`config.mk`:
```
export PLATFORM = sky130hd
export DESIGN_NAME = bloom_filter_csr_host
export DESIGN_NICKNAME = d
export VERILOG_FILES = /design/src/rtl/bloom_filter_pkg.sv /design/src/rtl/bloom_filter_sat_acc.sv /design/src/rtl/bloom_filter_csr_host.sv
export SDC_FILE = /design/constraint.sdc
export NUM_CORES = 1
export LEC_CHECK = 0
export CORE_UTILIZATION = 54
export CTS_CLUSTER_DIAMETER = 200
export DETAILED_ROUTE_END_ITERATION = 10
export HOLD_SLACK_MARGIN = 0.15
export PLACE_DENSITY = 0.92
export REMOVE_ABC_BUFFERS = 1
export SLEW_MARGIN = 5
export SYNTH_ARGS = -nofsm -noshare
export SYNTH_HDL_FRONTEND = slang
export SYNTH_SLANG_ARGS = --single-unit
```
`constraint.sdc`:
```
create_clock -name clk_i -period 5 [get_ports clk_i]
set_input_delay 1.5 -clock clk_i [delete_from_list [all_inputs] [get_ports clk_i]]
set_output_delay 1.5 -clock clk_i [all_outputs]
set_load 0.02 [all_outputs]
```
`src/rtl/bloom_filter_pkg.sv`:
```
// Shared definitions for the bloom filter CSR block and its fabric-side host.
// Latency: n/a (constants and types only).
// Backpressure: n/a.
// Contents: bus widths, CSR register map, host command and FSM encodings.
package bloom_filter_pkg;

   localparam int AMM_CSR_ADDR_W = 8;
   localparam int AMM_CSR_DATA_W = 32;
   localparam int MATCH_CNT_CNT  = 4;

   // CSR register map (word addresses)
   localparam int EN             = 0;
   localparam int HASH_LUT_CLEAN = 1;
   localparam int MATCH_CNT_BASE = 2;
   localparam int REGS_CNT       = MATCH_CNT_BASE + MATCH_CNT_CNT;

   typedef enum logic [1:0] {
      CMD_ENABLE    = 2'd0,
      CMD_DISABLE   = 2'd1,
      CMD_CLEAN_LUT = 2'd2,
      CMD_SWEEP     = 2'd3
   } csr_host_cmd_t;

   typedef enum logic [2:0] {
      ST_IDLE     = 3'd0,
      ST_WR_EN    = 3'd1,
      ST_WR_CLEAN = 3'd2,
      ST_RD_CLEAN = 3'd3,
      ST_WT_CLEAN = 3'd4,
      ST_RD_CNT   = 3'd5,
      ST_WT_CNT   = 3'd6
   } csr_host_state_t;

endpackage

```
`src/rtl/bloom_filter_sat_acc.sv`:
```
// Saturating accumulator: sum_o += add_dat_i when add_vld_i, pinned at all-ones.
// Latency: 1 cycle (sum_o reflects an add on the following cycle).
// Backpressure: none; accepts an add every cycle.
// Ports: clk_i, srst_n_i (sync, active-low), clr_i (clear wins over add),
//        add_vld_i / add_dat_i (addend), sum_o (registered total).
module bloom_filter_sat_acc
   import bloom_filter_pkg::*;
#(
   parameter int DATA_W  = 32,
   parameter int TOTAL_W = 64
) (
   input  logic               clk_i,
   input  logic               srst_n_i,
   input  logic               clr_i,
   input  logic               add_vld_i,
   input  logic [DATA_W-1:0]  add_dat_i,
   output logic [TOTAL_W-1:0] sum_o
);

   logic [TOTAL_W-1:0] sum_q;
   logic [TOTAL_W-1:0] sum_d;
   logic [TOTAL_W:0]   wide_sum;

   // One extra bit catches the carry-out that signals overflow.
   always_comb begin
      wide_sum = {1'b0, sum_q} + {{(TOTAL_W + 1 - DATA_W){1'b0}}, add_dat_i};
      sum_d    = sum_q;
      if (clr_i) begin
         sum_d = '0;
      end else if (add_vld_i) begin
         sum_d = wide_sum[TOTAL_W] ? '1 : wide_sum[TOTAL_W-1:0];
      end
   end

   always_ff @(posedge clk_i) begin
      if (!srst_n_i) begin
         sum_q <= '0;
      end else begin
         sum_q <= sum_d;
      end
   end

   assign sum_o = sum_q;

endmodule

```
`src/rtl/bloom_filter_csr_host.sv`:
```
// Avalon-MM master driving the bloom filter CSR slave: EN writes, LUT clean, counter sweeps.
// Latency: EN write 1 cycle; clean 1 + 2 cycles per status poll; sweep 2 cycles per counter.
// Backpressure: cmd_ready_o is high only in IDLE; a pending auto-sweep yields to a new command.
// Ports: clk_i/srst_n_i; amm_master_csr_* (no waitrequest, read latency 1);
//        cmd_valid_i/cmd_ready_o/cmd_op_i; en_o, totals_o, sweep/clean done strobes, clean_timeout_o.
module bloom_filter_csr_host
   import bloom_filter_pkg::*;
#(
   parameter int AMM_CSR_ADDR_W = bloom_filter_pkg::AMM_CSR_ADDR_W,
   parameter int AMM_CSR_DATA_W = bloom_filter_pkg::AMM_CSR_DATA_W,
   parameter int MATCH_CNT_CNT  = bloom_filter_pkg::MATCH_CNT_CNT,
   parameter int TOTAL_W        = 64,
   parameter int POLL_PERIOD    = 1024,
   parameter int CLEAN_TIMEOUT  = 4096
) (
   input  logic                              clk_i,
   input  logic                              srst_n_i,
   output logic [AMM_CSR_ADDR_W-1:0]         amm_master_csr_address_o,
   output logic                              amm_master_csr_read_o,
   input  logic [AMM_CSR_DATA_W-1:0]         amm_master_csr_readdata_i,
   output logic                              amm_master_csr_write_o,
   output logic [AMM_CSR_DATA_W-1:0]         amm_master_csr_writedata_o,
   input  logic                              cmd_valid_i,
   output logic                              cmd_ready_o,
   input  logic [1:0]                        cmd_op_i,
   output logic                              en_o,
   output logic [MATCH_CNT_CNT*TOTAL_W-1:0]  totals_o,
   output logic                              sweep_done_stb_o,
   output logic                              clean_done_stb_o,
   output logic                              clean_timeout_o
);

   localparam int IDX_W = (MATCH_CNT_CNT > 1) ? $clog2(MATCH_CNT_CNT) : 1;
   localparam int CNT_W = $clog2(CLEAN_TIMEOUT + 1);
   localparam int TMR_W = (POLL_PERIOD > 0) ? $clog2(POLL_PERIOD + 1) : 1;

   csr_host_state_t state_q, state_d;
   csr_host_cmd_t   op_q, op_d, cmd_op;
   logic [IDX_W-1:0] idx_q, idx_d;
   logic [CNT_W-1:0] poll_q, poll_d, poll_inc;
   logic [TMR_W-1:0] timer_q, timer_d;
   logic             pend_q, pend_d;
   logic             en_q, en_d;
   logic             tmo_q, tmo_d;
   logic             sdone_q, sdone_d;
   logic             cdone_q, cdone_d;

   logic             cmd_acc;
   logic             auto_start;
   logic             expire;
   logic             idx_last;
   logic             status_busy;
   logic             poll_last;

   logic                      rd_s;
   logic                      wr_s;
   logic [AMM_CSR_ADDR_W-1:0] addr_s;
   logic [AMM_CSR_DATA_W-1:0] wdat_s;

   assign cmd_op      = csr_host_cmd_t'(cmd_op_i);
   assign cmd_acc     = cmd_valid_i && (state_q == ST_IDLE);
   assign auto_start  = (state_q == ST_IDLE) && !cmd_valid_i && pend_q;
   assign expire      = (POLL_PERIOD != 0) && (timer_q == TMR_W'(1));
   assign idx_last    = (idx_q == IDX_W'(MATCH_CNT_CNT - 1));
   assign status_busy = amm_master_csr_readdata_i[0];
   assign poll_inc    = poll_q + CNT_W'(1);
   assign poll_last   = status_busy && (poll_inc == CNT_W'(CLEAN_TIMEOUT));

   // ---------------- state register ----------------
   always_ff @(posedge clk_i) begin
      if (!srst_n_i) begin
         state_q <= ST_IDLE;
      end else begin
         state_q <= state_d;
      end
   end

   // ---------------- next-state logic ----------------
   always_comb begin
      state_d = state_q;
      case (state_q)
         ST_IDLE: begin
            if (cmd_acc) begin
               case (cmd_op)
                  CMD_ENABLE, CMD_DISABLE: state_d = ST_WR_EN;
                  CMD_CLEAN_LUT:           state_d = ST_WR_CLEAN;
                  default:                 state_d = ST_RD_CNT;
               endcase
            end else if (pend_q) begin
               state_d = ST_RD_CNT;
            end
         end
         ST_WR_EN:    state_d = ST_IDLE;
         ST_WR_CLEAN: state_d = ST_RD_CLEAN;
         ST_RD_CLEAN: state_d = ST_WT_CLEAN;
         ST_WT_CLEAN: state_d = (!status_busy || poll_last) ? ST_IDLE : ST_RD_CLEAN;
         ST_RD_CNT:   state_d = ST_WT_CNT;
         ST_WT_CNT:   state_d = idx_last ? ST_IDLE : ST_RD_CNT;
         default:     state_d = ST_IDLE;
      endcase
   end

   // ---------------- output logic ----------------
   always_comb begin
      rd_s        = 1'b0;
      wr_s        = 1'b0;
      addr_s      = '0;
      wdat_s      = '0;
      cmd_ready_o = 1'b0;
      case (state_q)
         ST_IDLE: cmd_ready_o = 1'b1;
         ST_WR_EN: begin
            wr_s      = 1'b1;
            addr_s    = AMM_CSR_ADDR_W'(EN);
            wdat_s[0] = (op_q == CMD_ENABLE);
         end
         ST_WR_CLEAN: begin
            wr_s   = 1'b1;
            addr_s = AMM_CSR_ADDR_W'(HASH_LUT_CLEAN);
            wdat_s = AMM_CSR_DATA_W'(1);
         end
         ST_RD_CLEAN: begin
            rd_s   = 1'b1;
            addr_s = AMM_CSR_ADDR_W'(HASH_LUT_CLEAN);
         end
         ST_RD_CNT: begin
            rd_s   = 1'b1;
            addr_s = AMM_CSR_ADDR_W'(MATCH_CNT_BASE) + AMM_CSR_ADDR_W'(idx_q);
         end
         default: ;
      endcase
   end

   // Strobes are gated by reset so an aborted access never leaks onto the bus.
   assign amm_master_csr_read_o      = rd_s & srst_n_i;
   assign amm_master_csr_write_o     = wr_s & srst_n_i;
   assign amm_master_csr_address_o   = addr_s;
   assign amm_master_csr_writedata_o = wdat_s;

   // ---------------- datapath next-state ----------------
   always_comb begin
      op_d    = op_q;
      idx_d   = idx_q;
      poll_d  = poll_q;
      timer_d = timer_q;
      pend_d  = pend_q;
      en_d    = en_q;
      tmo_d   = tmo_q;
      sdone_d = (state_q == ST_WT_CNT) && idx_last;
      cdone_d = (state_q == ST_WT_CLEAN) && !status_busy;

      if (POLL_PERIOD != 0) begin
         timer_d = expire ? TMR_W'(POLL_PERIOD) : (timer_q - TMR_W'(1));
      end

      // Pending flag is a single bit, so back-to-back expiries collapse into one sweep.
      if (auto_start) begin
         pend_d = 1'b0;
         idx_d  = '0;
      end
      if (expire) begin
         pend_d = 1'b1;
      end

      if (cmd_acc) begin
         op_d = cmd_op;
         if (cmd_op == CMD_SWEEP) begin
            idx_d   = '0;
            pend_d  = 1'b0;
            timer_d = TMR_W'(POLL_PERIOD);
         end
         if (cmd_op == CMD_CLEAN_LUT) begin
            tmo_d = 1'b0;
         end
      end

      case (state_q)
         ST_WR_EN:    en_d   = (op_q == CMD_ENABLE);
         ST_WR_CLEAN: poll_d = '0;
         ST_WT_CLEAN: begin
            if (status_busy) begin
               poll_d = poll_inc;
               if (poll_last) begin
                  tmo_d = 1'b1;
               end
            end
         end
         ST_WT_CNT: begin
            if (!idx_last) begin
               idx_d = idx_q + IDX_W'(1);
            end
         end
         default: ;
      endcase
   end

   always_ff @(posedge clk_i) begin
      if (!srst_n_i) begin
         op_q    <= CMD_ENABLE;
         idx_q   <= '0;
         poll_q  <= '0;
         timer_q <= TMR_W'(POLL_PERIOD);
         pend_q  <= 1'b0;
         en_q    <= 1'b0;
         tmo_q   <= 1'b0;
         sdone_q <= 1'b0;
         cdone_q <= 1'b0;
      end else begin
         op_q    <= op_d;
         idx_q   <= idx_d;
         poll_q  <= poll_d;
         timer_q <= timer_d;
         pend_q  <= pend_d;
         en_q    <= en_d;
         tmo_q   <= tmo_d;
         sdone_q <= sdone_d;
         cdone_q <= cdone_d;
      end
   end

   assign en_o             = en_q;
   assign clean_timeout_o  = tmo_q;
   assign sweep_done_stb_o = sdone_q;
   assign clean_done_stb_o = cdone_q;

   // ---------------- per-counter totals ----------------
   for (genvar i = 0; i < MATCH_CNT_CNT; i++) begin : g_acc
      bloom_filter_sat_acc #(
         .DATA_W  (AMM_CSR_DATA_W),
         .TOTAL_W (TOTAL_W)
      ) u_acc (
         .clk_i     (clk_i),
         .srst_n_i  (srst_n_i),
         .clr_i     (1'b0),
         .add_vld_i ((state_q == ST_WT_CNT) && (idx_q == IDX_W'(i))),
         .add_dat_i (amm_master_csr_readdata_i),
         .sum_o     (totals_o[i*TOTAL_W +: TOTAL_W])
      );
   end

endmodule
```
==> results.toml <==
[floorplan]
start_util_pct = 54.8
die-area_sq_um = 36800
dieWidth_microns = 192
top_level_ports = 340
dieHeight_microns = 192
core_sq_um = 35500
row_count = 69

[place]
dp_hpwl_mm = 45.8
place.gp.congestion = 0.949
dp_cells = 3163
portBuffers = 303

[grt]
grt-ovfl-total = 0
antenna_found_initial = 1
grt_pass1_vias = 19200
grt_usage_pct = 32.5
grt_pass1_wl_mm = 97.5
grt_max_degree = 86

[synth]
syn_inst = 2452
yosysWarnings = 0
synth_area_leader_cell = "dfxtp_1"
netlist_area_sq_um = 19400
synth.most_common_cell = "dfxtp_1"
ys_types = 92
synth_area_leaders = "dfxtp_1 (30%), ha_1 (8.7%), a21oi_1 (7.5%), o21ai_0 (5.7%), xnor2_1 (4.4%)"
yosysTopAreaCellShare_pct = 30.1
avgSynthCellArea_sq_um = 7.93
synth_edf_count = 0
yosys_most_used_dff = "dfxtp_1"
ys_seq_elements = 292
synth_seq_area_share_pct = 30.1
synth_common_cells = "dfxtp_1 (292), a21oi_1 (290), o21ai_0 (220), nand2_1 (183), nor2_1 (173)"
ys_async_sr_fraction_pct = 0

[sta]
clock.fmax_mhz = 210
hold_viol = 0
setup_viol = 0
fin_setup_tns_ns = 0
slew_viol_final = 0
relSlewSlack_pct = 30.6
finClkSkew_ns = 0.0143
rsz0062_at_grt = "no"
period_minus_slack_ns = 4.76
worst_pin_slew_ns = 1.04
period_share_pct = 95.2

[cells_and_area]
drive_gt1_share_pct = 6.37
finalNonFillerCells = 3227
syn2layout_area_growth_pct = 24.3
n_fill_cell = 2782
nets = 2915

[pwr]
leakage_uw = 0.00968
peakVddDrop_v = 0.000266
total_power_uw = 5640
powerDensity_nw_per_um2 = 233

[worst_setup_path]
crit_type = "in -> reg"
cp-end-kind = "flop"
worst-path-buf-inv = 1
crit_family = "compound AO/OA/AOI/OAI gates"
worst-path-max-fanout = 11
r2r_start = "g_acc[0].u_acc.sum_o[0]"
required_ns = 5.38
slowest_delay_ns = 0.60
critPathLaunchType = "primary input"
path_cells = "clkdlybuf4s50_1 -> ha_1 -> fa_1 -> a211o_1 -> a211oi_1 -> nor4b_1 -> or2_2 -> a31oi_1 -> or2_2 -> nand2_1 -> o21ai_0 -> a21oi_1"
cpMostUsedCell = "or2_2"
worstPathArrival_ns = 5.13
critPathLaunch = "amm_master_csr_readdata_i[0]"
slowest_stage = "clkdlybuf4s50_1"

[flow_run]
maxCapViolCount = 0

[detailed_routing]
drtIter0Drc = 1507
postRouteAntennaNets = 0
drc_errors = 0
drt-total-wl_mm = 61.5
viasPerCell = 6.28
drt_pass1_iterations = 6
num_vias = 20300
post_drt_wl_per_cell_microns = 19.1

[clock_tree]
post_cts_buffers = 0
clock_latency_ns = 0.52
clock_sinks = 292
cts.clk_slew.worst_paths_ns = 0.06
root_buffer = "clkbuf_16"
numCtsBuffers = 35
cts_buffer_depth = 3
cts_tree = "yes"
htree_levels = 2

[run_status]
outcome = "complete, no violations"

[hold_path]
holdCritStartpoint = "op_q[1]"
min_path_type = "reg -> reg"
-- worst register-to-register path: stages (launching register included) --
cell,delay (ns)
dfxtp_1,0.33
ha_1,0.23
fa_1,0.43
a211o_1,0.33
a211oi_1,0.38
nor4b_1,0.13
or2_2,0.33
a31oi_1,0.26
or2_2,0.22
nand2_1,0.27
o21ai_0,0.26
a21oi_1,0.09
-- power by group --
| group | total (uW) | internal, uW | switching, uW |
|---|---|---|---|
| sequential | 2420 | 2370 | 47.3 |
| clock | 2590 | 1580 | 1010 |
| combinational | 634 | 241 | 394 |
| total | 5640 | 4190 | 1450 |
-- flip-flops by register name, indices dropped and copies added, names as in the netlist, 2 cells and up --
name / flops
idx_q: 2
state_q: 3
timer_q: 11
op_q: 2
poll_q: 13
g_acc.u_acc.sum_o: 256
-- area by class of cell --
cell class,count,area (sq um),area share [%]
Multi-Input combinational cell,1998,12800,53.1
Tap cell,461,577,2.39
Clock buffer,51,1030,4.24
Inverter,43,163,0.673
Antenna cell,2,5.00,0.0207
Clock inverter,11,136,0.564
Sequential cell,292,5850,24.2
Timing Repair Buffer,369,3580,14.8
-- timing repair --
item	in CTS	in global routing
resized for setup	0	1
setup endpoints to repair	0	1
hold buffers	0	0
-- kinds of logic (layout without fill, tap and decap cells) --
logic type               Yosys count  in the layout  synth area share [%]
flip-flops                       292            292                  30.1
AO/OA/AOI/OAI                    857            857                  27.1
multiplexers                      20             20                  1.04
other                              1             38                0.0193
adder cells (fa/ha/maj)          139            139                  9.10
AND/OR/NAND/NOR                  763            763                  19.8
XOR/XNOR                         183            183                  8.24
buffers and inverters            197            474                  4.66
-- final timing paths --
path | endpoint | slack [ns] | depth (start not counted)
setup / recovery | g_acc[0].u_acc.sum_o[37] | 0.24 | 12
hold / removal | op_q[1] | 0.47 | 2
setup reg to reg | g_acc[0].u_acc.sum_o[37] | 1.62 | 11
hold reg to reg | op_q[1] | 0.47 | 2
-- cells in the final DEF (no fill, tap or decap), types with 9 or more instances in the layout --
cell type and count:
a211oi_1 26, a21o_1 58, a21oi_1 289, a311oi_1 10
a31oi_1 69, and2_1 15, and3_1 62, and4_1 15
buf_4 63, clkbuf_16 35, clkbuf_8 9, clkdlybuf4s50_1 302
conb_1 36, dfxtp_1 292, ha_1 135, inv_1 42
mux2i_1 19, nand2_1 183, nand2b_1 22, nand3_1 93
nand4_1 67, nor2_1 173, nor3_1 52, o211a_1 10
o21a_1 30, o21ai_0 219, o21bai_1 22, o22ai_1 9
o31ai_1 11, or2_2 13, or3_1 12, xnor2_1 98
xor2_1 85
-- per-layer routing --
| metal | global-route usage [%] | routed length [microns] | up-vias |
|---|---|---|---|
| met5 | 0 | 0 | - |
| met4 | 16.7 | 3330 | 0 |
| met2 | 53.5 | 28000 | 989 |
| met3 | 6.80 | 5880 | 206 |
| met1 | 39.9 | 24300 | 9486 |
| li1 | - | - | 9587 |
-- per-stage QoR --
stage / cell area, sq um / hold slack [ns] / setup slack, ns / util (%)
floorplan: 18800 / 0.430 / 0.288 / -
global placement: 23000 / 0.449 / -0.104 / 64.8
detailed placement: 23000 / 0.455 / -0.225 / 64.8
CTS: 24200 / 0.463 / 0.297 / 68.1
global route: 24200 / 0.476 / 0.0386 / 68.1
finish: 24200 / 0.466 / 0.241 / 68.1
Note: power is estimated with default switching activity, not from simulation.
